$ cat src/rtl/fifo_serializer_if.sv
// rtl/fifo_serializer_if.sv - upstream FIFO read port and serial-line status bundle
interface fifo_serializer_if #(
  parameter int WL = 8
) ();
  logic [WL-1:0] data_pop;
  logic          empty;
  logic          enable;
  logic          pop;
  logic          tx;
  logic          busy;
  logic          frame_done;
  logic [15:0]   word_cnt;

  modport master (output data_pop, empty, enable, input pop, tx, busy, frame_done, word_cnt);
  modport slave  (input data_pop, empty, enable, output pop, tx, busy, frame_done, word_cnt);
endinterface

$ cat src/rtl/fifo_serializer.sv
// rtl/fifo_serializer.sv - pops words from an upstream FIFO and sends them as
// start / LSB-first data / optional even parity / stop frames on a registered line
module fifo_serializer #(
  parameter int WL           = 8,
  parameter int CLKS_PER_BIT = 4,
  parameter int PARITY_EN    = 1
) (
  input  logic             clk,
  input  logic             rst,
  fifo_serializer_if.slave bus
);
  localparam int CW = (CLKS_PER_BIT > 1) ? $clog2(CLKS_PER_BIT) : 1;
  localparam int BW = $clog2(WL + 1);
  localparam logic [CW-1:0] CNT_LAST = CW'(CLKS_PER_BIT - 1);
  localparam logic [BW-1:0] IDX_LAST = BW'(WL - 1);

  typedef enum logic [2:0] {IDLE, LOAD, START, DATA, PARITY, STOP} state_t;

  state_t        state_q, state_d;
  logic [CW-1:0] cnt_q, cnt_d;
  logic [BW-1:0] idx_q, idx_d;
  logic [WL-1:0] shift_q, shift_d;
  logic          parity_q, parity_d;
  logic          tx_q, tx_d;
  logic [15:0]   word_cnt_q, word_cnt_d;
  logic          bit_end;

  assign bit_end = (cnt_q == CNT_LAST);

  always_comb begin
    state_d    = state_q;
    cnt_d      = cnt_q;
    idx_d      = idx_q;
    shift_d    = shift_q;
    parity_d   = parity_q;
    word_cnt_d = word_cnt_q;

    if (state_q inside {START, DATA, PARITY, STOP}) begin
      cnt_d = bit_end ? '0 : cnt_q + CW'(1);
    end

    case (state_q)
      IDLE: begin
        if (bus.enable && !bus.empty) state_d = LOAD;
      end
      LOAD: begin
        // The word is taken in the same cycle the FIFO pointer advances.
        shift_d  = bus.data_pop;
        parity_d = ^bus.data_pop;
        cnt_d    = '0;
        idx_d    = '0;
        state_d  = START;
      end
      START: begin
        if (bit_end) state_d = DATA;
      end
      DATA: begin
        if (bit_end) begin
          shift_d = shift_q >> 1;
          if (idx_q == IDX_LAST) begin
            idx_d   = '0;
            state_d = (PARITY_EN != 0) ? PARITY : STOP;
          end else begin
            idx_d = idx_q + BW'(1);
          end
        end
      end
      PARITY: begin
        if (bit_end) state_d = STOP;
      end
      STOP: begin
        if (bit_end) begin
          word_cnt_d = word_cnt_q + 16'd1;
          state_d    = IDLE;
        end
      end
      default: state_d = IDLE;
    endcase

    // Line level follows the state being entered so tx lines up with the bit timing.
    case (state_d)
      START:   tx_d = 1'b0;
      DATA:    tx_d = shift_d[0];
      PARITY:  tx_d = parity_d;
      default: tx_d = 1'b1;
    endcase
  end

  always_ff @(posedge clk or negedge rst) begin
    if (!rst) begin
      state_q    <= IDLE;
      cnt_q      <= '0;
      idx_q      <= '0;
      shift_q    <= '0;
      parity_q   <= 1'b0;
      tx_q       <= 1'b1;
      word_cnt_q <= '0;
    end else begin
      state_q    <= state_d;
      cnt_q      <= cnt_d;
      idx_q      <= idx_d;
      shift_q    <= shift_d;
      parity_q   <= parity_d;
      tx_q       <= tx_d;
      word_cnt_q <= word_cnt_d;
    end
  end

  assign bus.pop        = (state_q == LOAD);
  assign bus.busy       = (state_q != IDLE);
  assign bus.frame_done = (state_q == STOP) && bit_end;
  assign bus.tx         = tx_q;
  assign bus.word_cnt   = word_cnt_q;
endmodule

$ cat src/flat_wrapper.sv
// flat-port wrapper written by rule: the top's interface ports become plain ports
module fifo_serializer_flat 
#(
  parameter int WL           = 8,
  parameter int CLKS_PER_BIT = 4,
  parameter int PARITY_EN    = 1
)
  (clk, rst, bus_data_pop, bus_empty, bus_enable, bus_pop, bus_tx, bus_busy, bus_frame_done, bus_word_cnt);
  fifo_serializer_if #(.WL(WL)) bus_i ();
  input  logic clk;
  input  logic rst;
  input wire logic [$bits(bus_i.data_pop)-1:0] bus_data_pop;
  input wire logic [$bits(bus_i.empty)-1:0] bus_empty;
  input wire logic [$bits(bus_i.enable)-1:0] bus_enable;
  output wire logic [$bits(bus_i.pop)-1:0] bus_pop;
  output wire logic [$bits(bus_i.tx)-1:0] bus_tx;
  output wire logic [$bits(bus_i.busy)-1:0] bus_busy;
  output wire logic [$bits(bus_i.frame_done)-1:0] bus_frame_done;
  output wire logic [$bits(bus_i.word_cnt)-1:0] bus_word_cnt;
  assign bus_i.data_pop = bus_data_pop;
  assign bus_i.empty = bus_empty;
  assign bus_i.enable = bus_enable;
  assign bus_pop = bus_i.pop;
  assign bus_tx = bus_i.tx;
  assign bus_busy = bus_i.busy;
  assign bus_frame_done = bus_i.frame_done;
  assign bus_word_cnt = bus_i.word_cnt;
  fifo_serializer #(.WL(WL), .CLKS_PER_BIT(CLKS_PER_BIT), .PARITY_EN(PARITY_EN)) u_core (.clk(clk), .rst(rst), .bus(bus_i));
endmodule
$ cat config.mk
export PLATFORM = sky130hd
export DESIGN_NAME = fifo_serializer_flat
export DESIGN_NICKNAME = d
export VERILOG_FILES = /design/src/rtl/fifo_serializer_if.sv /design/src/rtl/fifo_serializer.sv /design/src/flat_wrapper.sv
export SDC_FILE = /design/constraint.sdc
export NUM_CORES = 1
export LEC_CHECK = 0
export CELL_PAD_IN_SITES_DETAIL_PLACEMENT = 1
export CELL_PAD_IN_SITES_GLOBAL_PLACEMENT = 1
export CORE_MARGIN = 1
export CORE_UTILIZATION = 40
export DETAILED_ROUTE_END_ITERATION = 8
export PLACE_DENSITY_LB_ADDON = 0.1
export SYNTH_ARGS = -nofsm -noshare
export SYNTH_HDL_FRONTEND = slang
export SYNTH_SLANG_ARGS = --single-unit
$ cat constraint.sdc
create_clock -name clk -period 1.81 [get_ports clk]
set_input_delay 0.181 -clock clk [delete_from_list [all_inputs] [get_ports clk]]
set_output_delay 0.181 -clock clk [all_outputs]
set_load 0.01 [all_outputs]
==> qor.csv <==
metric,value,unit
status,finished clean,
final net count,241,
Yosys Warn Count,0,
Tot Pwr,1860,uW
post-synthesis sequential area ratio,47.4,%
"Req. time, crit path",1.63,ns
CP max FO,9,
fmax,571,MHz
ANT cells,0,
Peak VDD IR,0.000438,V
Port-buffer cells,31,
"EDFF count, synth",0,
Vias per Instance,5.42,
post-synthesis cell count,184,
startpoint types,register,
worst hold slack,0.313,ns
Slew @ Worst Pin,0.463,ns
Total Neg Setup Slack,0,ns
DP HPWL,3250,um
routed length per instance,16.2,um
final wirelength,4510,um
Worst-Skew Late Latency,0.28,ns
Synth async-reset ratio,100,%
total track usage,20.2,%
CP Class,register to output pin,
Yosys cell types,46,
Final GP Congestion,0.830,
CTS tree,yes,
root buffer cell,clkbuf_8,
area grow syn2layout,28.9,%
R2R Setup Slk,0.08,ns
Slew HR,69.1,%
sw frac,27.1,%
CP max-delay cell,clkdlybuf4s50_1,
clock period minus worst slack,1.75,ns
period utilization,96.7,%
R2R depth,6,
share of cells above drive strength 1,13.2,%
synth cell count leaders,"dfrtp_1, xnor2_1, nand2_1, o21ai_0, a21oi_1",
cell row count,24,
"Hold Violations, Final",0,
gr ovfl total,0,
Slew Limit Fails,0,
ys flop type,dfrtp_1,
Comb power frac,19.5,%
Synth top area share,46.0,%
worst path cell trace,"buf_4, nor2_4, nand2_1, clkdlybuf4s50_1",
Flop pwr share,46.8,%
first-pass GRT wire length,7760,um
end of the critical path,bus_busy,
dpl ws,0.0619,ns
Die W,70.0,um
Sw Pwr,506,uW
"Largest stage delay, worst path",0.48,ns
DR DRC count,0,
Clock Path Buffers,2,
Initial Utilization,41.9,%
leakage power,0.00103,uW
DR iter-0 viols,71,
Post-Syn Nets,199,
Chip Height,70.0,um
setup ws final,0.0601,ns
RSZ-0062 raised after global routing,no,
Min-Delay Path Class,primary input to async pin,
Syn Area/Cell,10.1,um2
clock share of power,33.6,%
Final setup viols,0,
pin count of the biggest net entering global routing,36,
core area,4410,um2
die area,4900,um2
most common cell in the netlist,dfrtp_1,
biggest area consumer among synthesized cells,dfrtp_1,
"flops & latches, synth",35,
Crit. End Element,output pin,
initial antenna violation count,0,
PwrDens,781,nW/um2
Worst Path Arrival,1.57,ns
Clock Pin Slew Worst Setup and Hold Paths,0.07,ns
First-pass DRT Iterations,4,
RR Endpoint,u_core.bus.tx$_DFF_PN1_,
Max Cap Viol,0,
ranking of synthesized cells by area,"dfrtp_1, xnor2_1, o21ai_0, nand2_1, a21oi_1",
I/O pin count,32,
clock skew,0.00155,ns
"Design Area, Final",2390,um2
RR Startpoint,u_core.cnt_q[1]$_DFFE_PN0P_,
Internal Power,1360,uW
Area after DPL,2260,um2
Inserted Clock Buffers,5,
vias in the first global route,1639,
CP startpoint,u_core.state_q[2]$_DFF_PN0_,
clk sink count,35,
post-route antenna net violation count,0,
htree depth,2,
number of vias in the routed layout,1513,
mapped cell area,1850,um2
[cell families (layout without fill, tap and decap cells)]
kind of cell / Yosys count / after routing / synth area share, %
muxes: 2 / 2 / 1.15
and+or+nand+nor: 63 / 63 / 19.9
AOI/OAI and AO/OA: 44 / 44 / 14.4
DFF: 35 / 35 / 47.4
buffers and inverters: 14 / 57 / 4.26
adders and majority gates: 3 / 3 / 2.03
xor gates and xnor gates: 23 / 23 / 10.9
[worst min-delay path by stage]
stage,slack (ns),cells after the start,start,endpoint
finish,0.31,2,rst,u_core.bus.word_cnt[4]$_DFFE_PN0P_
global placement,0.46,1,u_core.bus.word_cnt[15]$_DFFE_PN0P_,u_core.bus.word_cnt[15]$_DFFE_PN0P_
CTS,0.34,2,rst,u_core.state_q[2]$_DFF_PN0_
floorplan,-0.11,0,rst,u_core.bus.word_cnt[0]$_DFFE_PN0P_
global route,0.39,2,rst,u_core.bus.word_cnt[11]$_DFFE_PN0P_
detailed placement,0.46,1,u_core.bus.word_cnt[15]$_DFFE_PN0P_,u_core.bus.word_cnt[15]$_DFFE_PN0P_
[metal layers]
metal	GRT usage, %	vias to the layer above	share of wire, %
met5	0	-	0
met3	3.46	7	3.0
met4	6.89	0	1.7
met1	22.3	732	43
li1	-	741	-
met2	38.4	33	52
[cell type report]
cell class | count | area [um2]
clock buffers | 8 | 100
multi-input cells | 135 | 912
fillers | 486 | 2030
flip-flops and latches | 35 | 877
well taps | 52 | 65.1
repair buffers | 46 | 420
inverters | 3 | 11.3
[worst max-delay path, delay by kind of cell (launching register included)]
| kind | cells | cell delay (ns) |
|---|---|---|
| flip-flops | 1 | 0.41 |
| buffers and inverters | 2 | 0.67 |
| AND/OR/NAND/NOR | 2 | 0.21 |
[through the flow]
step | std cells | utilization (%)
floorplan | 184 | -
global placement | 270 | 51.3
detailed placement | 270 | 51.3
CTS | 279 | 53.9
global route | 279 | 54.1
finish | 279 | 54.1
[registers in the layout, indices dropped and copies added (netlist names)]
| name | count |
|---|---|
| u_core.parity_q | 1 |
| u_core.shift_q | 8 |
| u_core.bus.word_cnt | 16 |
| u_core.state_q | 3 |
| u_core.cnt_q | 2 |
| u_core.bus.tx | 1 |
| u_core.idx_q | 4 |
[power groups by stage]
stage | sequential (uW) | clock, uW | combinational [uW]
4_1_cts | 871 | 656 | 366
6_report | 873 | 627 | 364
5_1_grt | 876 | 675 | 402
3_3_place_gp | 879 | 0 | 343
2_1_floorplan | 873 | 0 | 220
3_5_place_dp | 886 | 0 | 360
[repair_timing]
| action | in CTS | in global routing |
|---|---|---|
| endpoints found under the setup margin | 3 | 1 |
| pin swaps | 1 | 1 |
| hold buffers | 0 | 0 |
| gates resized for setup | 6 | 1 |
| buffers inserted | 1 | 0 |
[placed cells by master (no fill, tap or decap), types with 4 or more instances in the layout]
master           count
clkbuf_8             7
nor2_1               8
buf_4               15
dfrtp_1             34
nor2b_1              4
nand3b_1             6
nand2_1             16
xnor2_1             17
a21oi_1             11
nand4_1              5
o22ai_1              6
xor2_1               6
clkdlybuf4s50_1     29
o21ai_0             15
No activity file was read; power rests on OpenSTA's default activity.
